[config.mk]
export PLATFORM = sky130hd
export DESIGN_NAME = pipe_skid_reg
export DESIGN_NICKNAME = d
export VERILOG_FILES = /design/src/rtl/pipe_pkg.sv /design/src/rtl/pipe_entry.sv /design/src/rtl/pipe_skid_reg.sv
export SDC_FILE = /design/constraint.sdc
export NUM_CORES = 1
export LEC_CHECK = 0
export CORE_MARGIN = 2
export CORE_UTILIZATION = 55
export DETAILED_ROUTE_END_ITERATION = 16
export PLACE_DENSITY = 0.91
export SLEW_MARGIN = 20
export SYNTH_ARGS = -nofsm -noshare
export SYNTH_HDL_FRONTEND = slang
export SYNTH_HIERARCHICAL = 1
export SYNTH_SLANG_ARGS = --single-unit
[constraint.sdc]
create_clock -name clk -period 6 [get_ports clk]
set_clock_uncertainty 0.2 [all_clocks]
set_input_delay 1.8 -clock clk [delete_from_list [all_inputs] [get_ports clk]]
set_output_delay 1.8 -clock clk [all_outputs]
set_load 0.02 [all_outputs]
[src/rtl/pipe_pkg.sv]
// Shared constants for the skid-buffered pipeline stage: state encoding and default widths.
package pipe_pkg;

    localparam int unsigned DATA_W_DEF = 96;
    localparam int unsigned CTRL_W_DEF = 24;
    localparam int unsigned PC_W_DEF   = 32;
    localparam int unsigned CNT_W_DEF  = 16;

    typedef logic [1:0] state_t;

    // Encoding equals the number of valid entries, so occupancy is a direct decode.
    localparam state_t StEmpty = 2'd0;
    localparam state_t StOne   = 2'd1;
    localparam state_t StTwo   = 2'd2;

    function automatic logic [1:0] occ_of(state_t s);
        unique case (s)
            StOne:   return 2'd1;
            StTwo:   return 2'd2;
            default: return 2'd0;
        endcase
    endfunction

endpackage

[src/rtl/pipe_entry.sv]
// One payload slot (data, ctrl, pc) with load and clear; clear wins over load.
module pipe_entry #(
    parameter int unsigned DataW = 96,
    parameter int unsigned CtrlW = 24,
    parameter int unsigned PcW   = 32
) (
    input  logic             clk_i,
    input  logic             rst_ni,
    input  logic             load_i,
    input  logic             clear_i,
    input  logic [DataW-1:0] data_i,
    input  logic [CtrlW-1:0] ctrl_i,
    input  logic [PcW-1:0]   pc_i,
    output logic [DataW-1:0] data_o,
    output logic [CtrlW-1:0] ctrl_o,
    output logic [PcW-1:0]   pc_o
);

    logic [DataW-1:0] data_d, data_q;
    logic [CtrlW-1:0] ctrl_d, ctrl_q;
    logic [PcW-1:0]   pc_d, pc_q;

    always_comb begin
        data_d = data_q;
        ctrl_d = ctrl_q;
        pc_d   = pc_q;
        if (clear_i) begin
            data_d = '0;
            ctrl_d = '0;
            pc_d   = '0;
        end else if (load_i) begin
            data_d = data_i;
            ctrl_d = ctrl_i;
            pc_d   = pc_i;
        end
    end

    always_ff @(posedge clk_i or negedge rst_ni) begin
        if (!rst_ni) begin
            data_q <= '0;
            ctrl_q <= '0;
            pc_q   <= '0;
        end else begin
            data_q <= data_d;
            ctrl_q <= ctrl_d;
            pc_q   <= pc_d;
        end
    end

    assign data_o = data_q;
    assign ctrl_o = ctrl_q;
    assign pc_o   = pc_q;

endmodule

[src/rtl/pipe_skid_reg.sv]
// Two-entry skid-buffered pipeline register; in_ready depends only on registered state.
module pipe_skid_reg
    import pipe_pkg::*;
#(
    parameter int unsigned DATA_W = DATA_W_DEF,
    parameter int unsigned CTRL_W = CTRL_W_DEF,
    parameter int unsigned PC_W   = PC_W_DEF,
    parameter int unsigned CNT_W  = CNT_W_DEF
) (
    input  logic              clk,
    input  logic              reset,
    input  logic              flush,
    input  logic              in_valid,
    input  logic [DATA_W-1:0] in_data,
    input  logic [CTRL_W-1:0] in_ctrl,
    input  logic [PC_W-1:0]   in_pc,
    output logic              in_ready,
    output logic              out_valid,
    output logic [DATA_W-1:0] out_data,
    output logic [CTRL_W-1:0] out_ctrl,
    output logic [PC_W-1:0]   out_pc,
    input  logic              out_ready,
    output logic [1:0]        occupancy,
    output logic [CNT_W-1:0]  stall_cnt
);

    state_t state_d, state_q;
    logic [CNT_W-1:0] stall_cnt_d, stall_cnt_q;

    logic in_fire, out_fire;
    logic main_load, main_clr, main_from_skid;
    logic skid_load, skid_clr;

    logic [DATA_W-1:0] main_data, skid_data, main_data_in;
    logic [CTRL_W-1:0] main_ctrl, skid_ctrl, main_ctrl_in;
    logic [PC_W-1:0]   main_pc, skid_pc, main_pc_in;

    assign in_ready  = (state_q != StTwo);
    assign out_valid = (state_q != StEmpty);
    assign in_fire   = in_valid & in_ready;
    assign out_fire  = out_valid & out_ready;

    always_comb begin
        state_d        = state_q;
        main_load      = 1'b0;
        main_clr       = 1'b0;
        main_from_skid = 1'b0;
        skid_load      = 1'b0;
        skid_clr       = 1'b0;
        if (flush) begin
            state_d  = StEmpty;
            main_clr = 1'b1;
            skid_clr = 1'b1;
        end else begin
            unique case (state_q)
                StEmpty: begin
                    if (in_fire) begin
                        main_load = 1'b1;
                        state_d   = StOne;
                    end
                end
                StOne: begin
                    if (in_fire && out_fire) begin
                        main_load = 1'b1;
                    end else if (in_fire) begin
                        skid_load = 1'b1;
                        state_d   = StTwo;
                    end else if (out_fire) begin
                        // Drained slot is zeroed so bubbles carry no stale payload.
                        main_clr = 1'b1;
                        state_d  = StEmpty;
                    end
                end
                StTwo: begin
                    if (out_fire) begin
                        main_load      = 1'b1;
                        main_from_skid = 1'b1;
                        skid_clr       = 1'b1;
                        state_d        = StOne;
                    end
                end
                default: begin
                    state_d  = StEmpty;
                    main_clr = 1'b1;
                    skid_clr = 1'b1;
                end
            endcase
        end
    end

    always_comb begin
        main_data_in = main_from_skid ? skid_data : in_data;
        main_ctrl_in = main_from_skid ? skid_ctrl : in_ctrl;
        main_pc_in   = main_from_skid ? skid_pc   : in_pc;
    end

    always_comb begin
        stall_cnt_d = stall_cnt_q + {{(CNT_W-1){1'b0}}, (in_valid & ~in_ready)};
    end

    always_ff @(posedge clk or negedge reset) begin
        if (!reset) begin
            state_q     <= StEmpty;
            stall_cnt_q <= '0;
        end else begin
            state_q     <= state_d;
            stall_cnt_q <= stall_cnt_d;
        end
    end

    pipe_entry #(
        .DataW (DATA_W),
        .CtrlW (CTRL_W),
        .PcW   (PC_W)
    ) u_main (
        .clk_i   (clk),
        .rst_ni  (reset),
        .load_i  (main_load),
        .clear_i (main_clr),
        .data_i  (main_data_in),
        .ctrl_i  (main_ctrl_in),
        .pc_i    (main_pc_in),
        .data_o  (main_data),
        .ctrl_o  (main_ctrl),
        .pc_o    (main_pc)
    );

    pipe_entry #(
        .DataW (DATA_W),
        .CtrlW (CTRL_W),
        .PcW   (PC_W)
    ) u_skid (
        .clk_i   (clk),
        .rst_ni  (reset),
        .load_i  (skid_load),
        .clear_i (skid_clr),
        .data_i  (in_data),
        .ctrl_i  (in_ctrl),
        .pc_i    (in_pc),
        .data_o  (skid_data),
        .ctrl_o  (skid_ctrl),
        .pc_o    (skid_pc)
    );

    assign out_data  = main_data;
    assign out_ctrl  = out_valid ? main_ctrl : '0;
    assign out_pc    = main_pc;
    assign occupancy = occ_of(state_q);
    assign stall_cnt = stall_cnt_q;

endmodule

==> impl_summary.log, run 1 <==
[metrics] status: finished clean
[metrics] critical path's slowest cell: sky130_fd_sc_hd__nor2_4
[metrics] Req. time, crit path: 4.00 ns
[metrics] die height: 171 µm
[metrics] GR Util met1: 0.309
[metrics] pin count of the biggest net entering global routing: 153
[metrics] beginning of the worst hold path: stall_cnt[15]
[metrics] TritonCTS clock tree: done
[metrics] cell count along the critical path: 4
[metrics] Worst Path Max Fanout: 23
[metrics] via count of the first global-routing pass: 11145
[metrics] area inside the core boundary: 0.0276 mm²
[metrics] multi-input gate area in the final layout: 0.00648 mm²
[metrics] GRT Util Overall: 0.255
[metrics] number of warning messages in the yosys log: 6
[metrics] number of buffers inserted for hold repair after clock tree synthesis: 0
[metrics] wire length of the first global-routing pass: 59400 µm
[metrics] standard-cell rows: 61
[metrics] critical path capture point: out_ctrl[9]
[metrics] Synth Instances: 1256
[metrics] total number of vias: 10540
[metrics] most used routing layer: met2
[metrics] worst-case setup slack after placement: 1.44 ns
[metrics] initial DRC count: 545
[metrics] CP top delay family: buffers and inverters
[metrics] met3 usage: 0.0914
[metrics] area growth from synthesis to layout: 28.3%
[metrics] number of I/O port buffers: 328
[metrics] post-route ant nets: 0
[metrics] CTS sink count: 322
[metrics] post-synthesis register bit count: 322
[metrics] count of buffering cells on the critical path with inverters included: 2
[metrics] number of antenna violations at the first check in global routing: 2
[metrics] endpoint class of the critical path: primary output
[metrics] nets: 1706
[metrics] FFs w/ async S/R, synth: 1.00
[metrics] starting utilization of the core area: 0.555
[metrics] max-capacitance violation count: 0
[metrics] leading cell types in the layout, fill and taps excluded: sky130_fd_sc_hd__clkdlybuf4s50_1 (327), sky130_fd_sc_hd__dfrtp_1 (322), sky130_fd_sc_hd__nor2_1 (309)
[metrics] final total negative setup slack: 0 ns
[metrics] commonest register cell after synthesis: sky130_fd_sc_hd__dfrtp_1
[metrics] post-route setup slack: 1.64 ns
[metrics] Die ar.: 0.0292 mm²
[metrics] Fmax: 230 MHz
[metrics] Net Count, Synth: 1415
[metrics] arrival time reported for the critical path endpoint: 2.36 ns
[metrics] Avg WL per Cell: 19.3 µm
[metrics] number of enable-type register cells in the synthesized netlist: 0
[metrics] internal reg-to-reg setup slack: 3.05 ns
[metrics] commonest non-fill, non-tap cell in the layout: sky130_fd_sc_hd__clkdlybuf4s50_1
[metrics] Die Width: 171 µm
[metrics] crit path time final: 4.36 ns
[metrics] sequential cell area: 0.00806 mm²
[metrics] source of the worst register-to-register timing path: state_q[0]
[metrics] slew at the pin closest to its max-slew limit: 0.990 ns
[metrics] normalized max-slew margin: 0.340
[metrics] maximum level of the CTS H-tree: 2
[metrics] start point of the critical path: state_q[0]
[metrics] syn_area_per_cell: 12.2 µm²
[metrics] Worst-Skew Late Latency: 0.50 ns
[metrics] proportion of layout cells with a drive suffix above 1: 0.0919
[metrics] RePlAce Congestion: 0.865
[metrics] cell breakdown of the critical path: nor2_4 -> buf_4 -> nor2b_1 -> clkdlybuf4s50_1
[metrics] final count of pins violating max slew: 0
[metrics] total count of hold-check failures in the final report: 0
[metrics] largest stage delay on the critical path: 0.56 ns
[metrics] met2 usage: 0.425
[metrics] synth unique cells: 33
[metrics] clock-pin slew on the worst setup and hold paths: 0.06 ns
[metrics] average via count per standard cell: 5.41
[metrics] number of fill cells: 1877
[metrics] CTS-repair resized insts: 0
[metrics] reported leakage power: 8.32 nW
[metrics] number of buffers inserted during clock tree synthesis: 35
[metrics] RSZ-0062 raised after global routing: no
[metrics] total half-perimeter wirelength after legalization and detailed placement: 23200 µm
[metrics] global route total overflow: 0
[metrics] category of the worst setup path launch point: register
[metrics] total routed wirelength: 37700 µm
[metrics] portion of the post-synthesis area used by sequential elements: 0.526
[metrics] Worst Path Class, Setup: reg -> out
[metrics] share of the cycle needed by the critical path after routing: 0.726
[metrics] Pre-Repair DR Iteration Count: 5
[metrics] total DRC errors in the routed layout: 0
[metrics] cell area power density: 259 mW/mm²
[metrics] Post-Syn Area: 0.0153 mm²
[metrics] total setup violations reported at the end of the flow: 0
[metrics] post-CTS repair timing setup buffer count: 0
[metrics] number of ports placed on the die boundary: 329
[metrics] Hold Path Class: reg -> reg
[metrics] Root Buffer Master: sky130_fd_sc_hd__clkbuf_16
[metrics] worst IR drop on VDD: 0.000195 V
[metrics] length in cells of the worst reg-to-reg path: 7
[metrics] buffer depth of the longest clock path: 3
[metrics] endpoint of the worst register-to-register path: u_main/data_o[39]
## kinds of logic after synthesis
logic type      share of synthesized area
simple gates                       0.0979
flops                               0.526
mux                                 0.311
xor+xnor                          0.00858
compound gates                    0.00196
fa+ha+maj                         0.00163
buf+inv                            0.0527
## worst min-delay path by stage
stage	to	slack, ns	depth (start not counted)
after floorplan	u_main/ctrl_o[0]	0.28	2
after global placement	stall_cnt[15]	0.26	1
after detailed placement	stall_cnt[15]	0.27	1
after CTS	stall_cnt[15]	0.28	1
after global routing	stall_cnt[15]	0.30	1
final	stall_cnt[15]	0.28	1
## worst register-to-register path: cells and delay by family (launching register included)
| family | cells | cell delay, ns |
|---|---|---|
| buf+inv | 2 | 0.71 |
| flops | 1 | 0.45 |
| mux | 2 | 0.84 |
| simple gates | 3 | 0.60 |
## report_power, final
part	internal (mW)	switching [mW]	total [mW]
sequential	2.24	0.0456	2.29
combinational	0.322	0.344	0.666
clock	1.28	0.842	2.12
## cell usage after synthesis, types with 3 or more instances
master                     count  area [µm²]
sky130_fd_sc_hd__nor3_1        3        15.0
sky130_fd_sc_hd__mux2_2       72         811
sky130_fd_sc_hd__nor2b_1      26         163
sky130_fd_sc_hd__xnor2_1       6        52.6
sky130_fd_sc_hd__mux2_1       80         901
sky130_fd_sc_hd__nand2b_1      3        18.8
sky130_fd_sc_hd__nor2_1      310        1160
sky130_fd_sc_hd__nand3_1       6        30.0
sky130_fd_sc_hd__mux2i_1     304        3040
sky130_fd_sc_hd__dfrtp_1     322        8060
sky130_fd_sc_hd__buf_4        16         120
sky130_fd_sc_hd__buf_12       16         320
sky130_fd_sc_hd__xor2_1        9        78.8
sky130_fd_sc_hd__clkbuf_1     18        67.6
sky130_fd_sc_hd__nand2_1       9        33.8
sky130_fd_sc_hd__buf_8        10         150
sky130_fd_sc_hd__buf_2        26         130
## stage by stage
step / utilization / instance area [µm²] / hold WS, ns / total power, mW / instances
final: 0.713 / 19600 / 0.283 / 5.08 / 1948
after global routing: 0.713 / 19600 / 0.296 / 5.27 / 1947
after CTS: 0.712 / 19600 / 0.280 / 5.13 / 1945
after detailed placement: 0.672 / 18500 / 0.273 / 2.99 / 1888
after global placement: 0.672 / 18500 / 0.257 / 2.97 / 1888
after floorplan: - / 15300 / 0.278 / 2.67 / 1256
## final cells by class
class	count	area share
antenna	3	0.000382
clock buffer	50	0.0527
clock inverter	7	0.00452
inverter	2	0.000382
multi-input combinational	845	0.330
sequential	322	0.410
tap	378	0.0241
timing repair buffer	341	0.177
## metal layers
layer	vias to the layer above	share of wire	routed length, µm
li1	4835	-	-
met1	5317	0.40	14900
met2	319	0.49	18300
met3	69	0.091	3440
met4	0	0.027	1020
met5	-	0	0
## flip-flops by register name (all words and copies together), names as in the netlist
signal	flops
u_main/ctrl_o	24
u_main/pc_o	32
u_skid/data_o	96
u_skid/pc_o	32
state_q	2
u_main/data_o	96
stall_cnt	16
u_skid/ctrl_o	24
Note: power is estimated with default switching activity, not from simulation.
==> inputs of run 2 (changes only) <==
--- a/config.mk
+++ b/config.mk
@@ -6,9 +6,9 @@
 export NUM_CORES = 1
 export LEC_CHECK = 0
 export CORE_MARGIN = 2
-export CORE_UTILIZATION = 55
+export CORE_UTILIZATION = 51
 export DETAILED_ROUTE_END_ITERATION = 16
-export PLACE_DENSITY = 0.91
+export PLACE_DENSITY = 0.85
 export SLEW_MARGIN = 20
 export SYNTH_ARGS = -nofsm -noshare
 export SYNTH_HDL_FRONTEND = slang
==> constraint.sdc (replaced) <==
create_clock -name clk -period 4.4 [get_ports clk]
set_clock_uncertainty 0.2 [all_clocks]
set_input_delay 1.32 -clock clk [delete_from_list [all_inputs] [get_ports clk]]
set_output_delay 1.32 -clock clk [all_outputs]
set_load 0.02 [all_outputs]
==> run 2 against run 1 <==
  * Non-clock buffer count up 17
  * Combinational power is 40% higher
  * Critical path depth unchanged
  * Sequential share of layout area shrank 0.53 points
  * Critical path type unchanged
  * Largest cell class unchanged
  * Routed wire length is 1.3% higher
  * Largest power group unchanged
  * Highest routed layer unchanged
  * Worst hold slack worse by 0.015 ns
  * Via count grew 0.83%
  * Sequential cell count did not move
  * Sequential power rose by 36%
==> impl_summary.log, run 2 (same netlist as run 1, synthesis figures left out) <==
[metrics] part of the total power dissipated in the clock network: 0.416
[metrics] power share of the sequential group: 0.450
[metrics] category of the worst setup path launch point: register
[metrics] total half-perimeter wirelength after legalization and detailed placement: 24800 µm
[metrics] average via count per standard cell: 5.38
[metrics] RSZ-0062 raised after global routing: no
[metrics] CTS-repair resized insts: 0
[metrics] CTS sink count: 322
[metrics] commonest non-fill, non-tap cell in the layout: sky130_fd_sc_hd__clkdlybuf4s50_1
[metrics] max-capacitance violation count: 0
[metrics] Internal Dissipation: 5.26 mW
[metrics] slew at the pin closest to its max-slew limit: 0.850 ns
[metrics] leading cell types in the layout, fill and taps excluded: sky130_fd_sc_hd__clkdlybuf4s50_1 (327), sky130_fd_sc_hd__dfrtp_1 (322), sky130_fd_sc_hd__nor2_1 (309)
[metrics] total DRC errors in the routed layout: 0
[metrics] pin count of the biggest net entering global routing: 108
[metrics] diode insertion count for antenna repair: 0
[metrics] Pre-Repair DR Iteration Count: 5
[metrics] length in cells of the worst reg-to-reg path: 8
[metrics] sequential cell area: 0.00806 mm²
[metrics] standard-cell rows: 63
[metrics] area growth from synthesis to layout: 30.0%
[metrics] total setup violations reported at the end of the flow: 0
[metrics] GRT Util Overall: 0.241
[metrics] number of fill cells: 2146
[metrics] die height: 177 µm
[metrics] total routed wirelength: 38200 µm
[metrics] via count of the first global-routing pass: 11180
[metrics] post-route setup slack: 0.674 ns
[metrics] endpoint class of the critical path: primary output
[metrics] RePlAce Congestion: 0.835
[metrics] cell area power density: 349 mW/mm²
[metrics] post-route ant nets: 0
[metrics] Die ar.: 0.0314 mm²
[metrics] Worst Path Class, Setup: reg -> out
[metrics] arrival time reported for the critical path endpoint: 2.21 ns
[metrics] final total negative setup slack: 0 ns
[metrics] worst hold stages: 1
[metrics] post-CTS repair timing setup buffer count: 0
[metrics] normalized max-slew margin: 0.433
[metrics] number of buffers inserted for hold repair after clock tree synthesis: 0
[metrics] worst-case setup slack after placement: 0.609 ns
[metrics] initial DRC count: 578
[metrics] wire length of the first global-routing pass: 60500 µm
[metrics] TritonCTS clock tree: done
[metrics] status: finished clean
[metrics] total power consumption of the routed design: 6.94 mW
[metrics] Worst Path Max Fanout: 22
[metrics] total number of vias: 10628
[metrics] proportion of layout cells with a drive suffix above 1: 0.103
[metrics] area inside the core boundary: 0.0296 mm²
[metrics] worst IR drop on VDD: 0.000406 V
[metrics] number of buffers inserted during clock tree synthesis: 36
[metrics] maximum level of the CTS H-tree: 2
[metrics] nets: 1724
[metrics] total count of hold-check failures in the final report: 0
[metrics] share of the cycle needed by the critical path after routing: 0.847
[metrics] Fmax: 268 MHz
[metrics] Hold Path Class: reg -> reg
[metrics] Die Width: 177 µm
[metrics] global route total overflow: 0
[metrics] multi-input gate area in the final layout: 0.00648 mm²
[metrics] clock-pin slew on the worst setup and hold paths: 0.06 ns
[metrics] reported leakage power: 8.45 nW
[metrics] number of ports placed on the die boundary: 329
[metrics] Root Buffer Master: sky130_fd_sc_hd__clkbuf_16
[metrics] Worst-Skew Late Latency: 0.50 ns
[metrics] Avg WL per Cell: 19.3 µm
[metrics] final count of pins violating max slew: 0
[metrics] buffer depth of the longest clock path: 3
[metrics] number of antenna violations at the first check in global routing: 0
[metrics] switching portion of total power: 0.242
[metrics] Net Sw Power: 1.68 mW
[metrics] worst-case hold slack: 0.269 ns
[metrics] share of total power in combinational logic: 0.134
[metrics] Req. time, crit path: 2.88 ns
[metrics] number of I/O port buffers: 328
[metrics] crit path time final: 3.73 ns
[metrics] starting utilization of the core area: 0.518
==> run 2: cell types whose count changed in the layout (fill, tap and decap cells not counted), sizes merged <==
cell,change
diode,-3
buf,+17
bufinv,-1
clkbuf,+4
==> run 2: path summary, 6_finish.rpt <==
check	from	end	slack [ns]
setup / recovery	state_q[1]	out_ctrl[16]	0.67
hold / removal	stall_cnt[15]	stall_cnt[15]	0.27
setup reg to reg	state_q[0]	u_main/data_o[57]	1.82
hold reg to reg	stall_cnt[15]	stall_cnt[15]	0.27
max in group asynchronous	reset	u_main/pc_o[7]	2.46
min in group asynchronous	reset	u_skid/data_o[40]	0.71
==> run 2: metal layers <==
layer,vias up,global-route usage,routed length (µm)
met4,0,0.0699,942
met5,-,0,0
met3,71,0.0728,3200
met1,5319,0.310,15800
met2,368,0.393,18200
li1,4870,-,-
==> run 2: stage by stage <==
step	area, µm²	cells	utilization
final	19900	1977	0.673
after global routing	19900	1977	0.673
after CTS	19900	1977	0.673
after detailed placement	18800	1917	0.635
after global placement	18800	1917	0.635
after floorplan	15300	1256	-
==> run 2: power groups by stage <==
stage                     sequential (mW)  combinational (mW)  clock, mW
after detailed placement             3.17               0.933          0
after global placement               3.17               0.914          0
after CTS                            3.12               0.940       2.95
after floorplan                      3.25               0.389          0
after global routing                 3.13                1.00       3.08
final                                3.12               0.931       2.89
==> run 2: area by class of cell <==
cell class              instances  share of cell area
flip-flops and latches        322               0.405
multi-input cells             845               0.326
repair buffers                358               0.187
clock buffers                  54              0.0543
well taps                     390              0.0245
clock inverters                 6             0.00296
inverters                       2            0.000377
==> run 2: critical path, stage by stage (launching register included) <==
cell and delay, ns:
sky130_fd_sc_hd__dfrtp_1 0.44, sky130_fd_sc_hd__nor2_2 0.23, sky130_fd_sc_hd__buf_4 0.34, sky130_fd_sc_hd__nor2b_1 0.12, sky130_fd_sc_hd__clkdlybuf4s50_1 0.56
==> inputs of run 3 (changes only) <==
--- a/config.mk
+++ b/config.mk
@@ -6,9 +6,9 @@
 export NUM_CORES = 1
 export LEC_CHECK = 0
 export CORE_MARGIN = 2
-export CORE_UTILIZATION = 51
+export CORE_UTILIZATION = 46
 export DETAILED_ROUTE_END_ITERATION = 16
-export PLACE_DENSITY = 0.85
+export PLACE_DENSITY = 0.81
 export SLEW_MARGIN = 20
 export SYNTH_ARGS = -nofsm -noshare
 export SYNTH_HDL_FRONTEND = slang
==> constraint.sdc (replaced) <==
create_clock -name clk -period 3 [get_ports clk]
set_clock_uncertainty 0.2 [all_clocks]
set_input_delay 0.9 -clock clk [delete_from_list [all_inputs] [get_ports clk]]
set_output_delay 0.9 -clock clk [all_outputs]
set_load 0.02 [all_outputs]
==> run 3 against run 2 <==
  * First-iteration DRC count increased by 6.7%
  * Utilization decreased by 4.4 points
  * Count of clock-buffer cells in the layout decreased by 4
  * Largest power group unchanged
  * Highest routed layer is now met5
==> impl_summary.log, run 3 (same netlist as run 1, synthesis figures left out) <==
[metrics] status: finished clean
[metrics] number of fill cells: 2487
[metrics] crit path time final: 2.91 ns
[metrics] switching portion of total power: 0.244
[metrics] Avg WL per Cell: 18.8 µm
[metrics] final total negative setup slack: 0 ns
[metrics] share of the cycle needed by the critical path after routing: 0.969
[metrics] standard-cell rows: 66
[metrics] RePlAce Congestion: 0.852
[metrics] total count of hold-check failures in the final report: 0
[metrics] arrival time reported for the critical path endpoint: 1.81 ns
[metrics] GRT Util Overall: 0.224
[metrics] total half-perimeter wirelength after legalization and detailed placement: 26600 µm
[metrics] area inside the core boundary: 0.0326 mm²
[metrics] number of buffers inserted for hold repair after clock tree synthesis: 0
[metrics] largest stage delay on the critical path: 0.46 ns
[metrics] Worst Path Max Fanout: 21
[metrics] commonest non-fill, non-tap cell in the layout: sky130_fd_sc_hd__dfrtp_1
[metrics] area post-placement: 0.0193 mm²
[metrics] Worst-Skew Late Latency: 0.51 ns
[metrics] via count of the first global-routing pass: 11567
[metrics] maximum level of the CTS H-tree: 2
[metrics] cell area power density: 512 mW/mm²
[metrics] power share of the sequential group: 0.436
[metrics] starting utilization of the core area: 0.469
[metrics] proportion of layout cells with a drive suffix above 1: 0.129
[metrics] post-route ant nets: 0
[metrics] average via count per standard cell: 5.19
[metrics] Internal Dissipation: 7.94 mW
[metrics] number of ports placed on the die boundary: 329
[metrics] sequential cell area: 0.00806 mm²
[metrics] die height: 186 µm
[metrics] total setup violations reported at the end of the flow: 0
[metrics] nets: 1765
[metrics] CTS sink count: 322
[metrics] reported leakage power: 8.87 nW
[metrics] normalized max-slew margin: 0.668
[metrics] Hold Path Class: in -> async
[metrics] number of antenna violations at the first check in global routing: 2
[metrics] share of total power in combinational logic: 0.136
[metrics] number of I/O port buffers: 328
[metrics] clock-pin slew on the worst setup and hold paths: 0.06 ns
[metrics] worst-case hold slack: 0.127 ns
[metrics] Pre-Repair DR Iteration Count: 4
[metrics] max-capacitance violation count: 0
[metrics] total routed wirelength: 38900 µm
[metrics] worst IR drop on VDD: 0.000318 V
[metrics] leading cell types in the layout, fill and taps excluded: sky130_fd_sc_hd__dfrtp_1 (321), sky130_fd_sc_hd__nor2_1 (309), sky130_fd_sc_hd__mux2i_1 (304)
[metrics] TritonCTS clock tree: done
[metrics] global route total overflow: 0
[metrics] total DRC errors in the routed layout: 0
[metrics] part of the total power dissipated in the clock network: 0.427
[metrics] critical path's slowest cell: sky130_fd_sc_hd__dfrtp_1
[metrics] area growth from synthesis to layout: 34.0%
[metrics] total number of vias: 10761
[metrics] multi-input gate area in the final layout: 0.00648 mm²
[metrics] post-route cell area: 0.0205 mm²
[metrics] endpoint class of the critical path: primary output
[metrics] category of the worst setup path launch point: register
[metrics] Fmax: 344 MHz
[metrics] Die ar.: 0.0347 mm²
[metrics] RSZ-0062 raised after global routing: no
[metrics] CP top delay family: buffers and inverters
[metrics] Net Sw Power: 2.57 mW
[metrics] Worst Path Class, Setup: reg -> out
[metrics] number of buffers inserted during clock tree synthesis: 36
[metrics] final count of pins violating max slew: 0
[metrics] cell breakdown of the critical path: nor2_4 -> buf_12 -> nor2b_1 -> dlygate4sd2_1
[metrics] Die Width: 186 µm
[metrics] count of buffering cells on the critical path with inverters included: 2
[metrics] wire length of the first global-routing pass: 63300 µm
[metrics] slew at the pin closest to its max-slew limit: 0.498 ns
[metrics] pin count of the biggest net entering global routing: 84
[metrics] initial DRC count: 617
[metrics] Root Buffer Master: sky130_fd_sc_hd__clkbuf_16
[metrics] buffer depth of the longest clock path: 3
[metrics] Req. time, crit path: 1.90 ns
[run 3: stage by stage]
stage	instances	power [mW]	setup WS, ns	utilization
global route	2071	10.9	0.00409	0.629
global placement	2009	6.07	-0.00205	0.592
floorplan	1256	5.33	0.660	-
finish	2072	10.5	0.0917	0.629
CTS	2071	10.6	0.0101	0.629
detailed placement	2009	6.10	-0.0684	0.592
[run 3: cell type report]
cell class | count | area share
antenna | 1 | 0.000122
clock buffer | 50 | 0.0519
clock inverter | 11 | 0.00708
inverter | 2 | 0.000366
multi-input combinational | 845 | 0.316
sequential | 322 | 0.393
tap | 442 | 0.0270
timing repair buffer | 399 | 0.204
[run 3: worst paths after layout]
kind / cells past startpoint / slack (ns) / endpoint / from
worst min register to register: 1 / 0.30 / stall_cnt[14] / stall_cnt[14]
worst max-delay path: 4 / 0.09 / out_ctrl[10] / state_q[0]
max in group asynchronous: 2 / 1.72 / u_main/data_o[23] / reset
worst max register to register: 8 / 0.58 / u_main/data_o[94] / state_q[0]
min in group clk: 1 / 0.30 / stall_cnt[14] / stall_cnt[14]
worst min-delay path: 1 / 0.13 / u_main/pc_o[8] / reset
[run 3: repair_timing]
action,4_1_cts,5_1_grt
setup endpoints to repair,26,1
gates resized for setup,29,1
gates cloned,0,0
pin swaps,1,0
buffers inserted,1,0
[run 3: layer usage]
layer | GRT usage | routed length, µm
met1 | 0.314 | 17500
met2 | 0.357 | 18300
met3 | 0.0427 | 2210
met4 | 0.0600 | 877
met5 | 0 | 11
[run 3: power by group through the flow]
| stage | clock [mW] | combinational [mW] | sequential (mW) |
|---|---|---|---|
| 6_report | 4.49 | 1.43 | 4.59 |
| 2_1_floorplan | 0 | 0.570 | 4.76 |
| 5_1_grt | 4.77 | 1.53 | 4.60 |
| 3_3_place_gp | 0 | 1.41 | 4.66 |
| 3_5_place_dp | 0 | 1.44 | 4.66 |
| 4_1_cts | 4.59 | 1.45 | 4.58 |
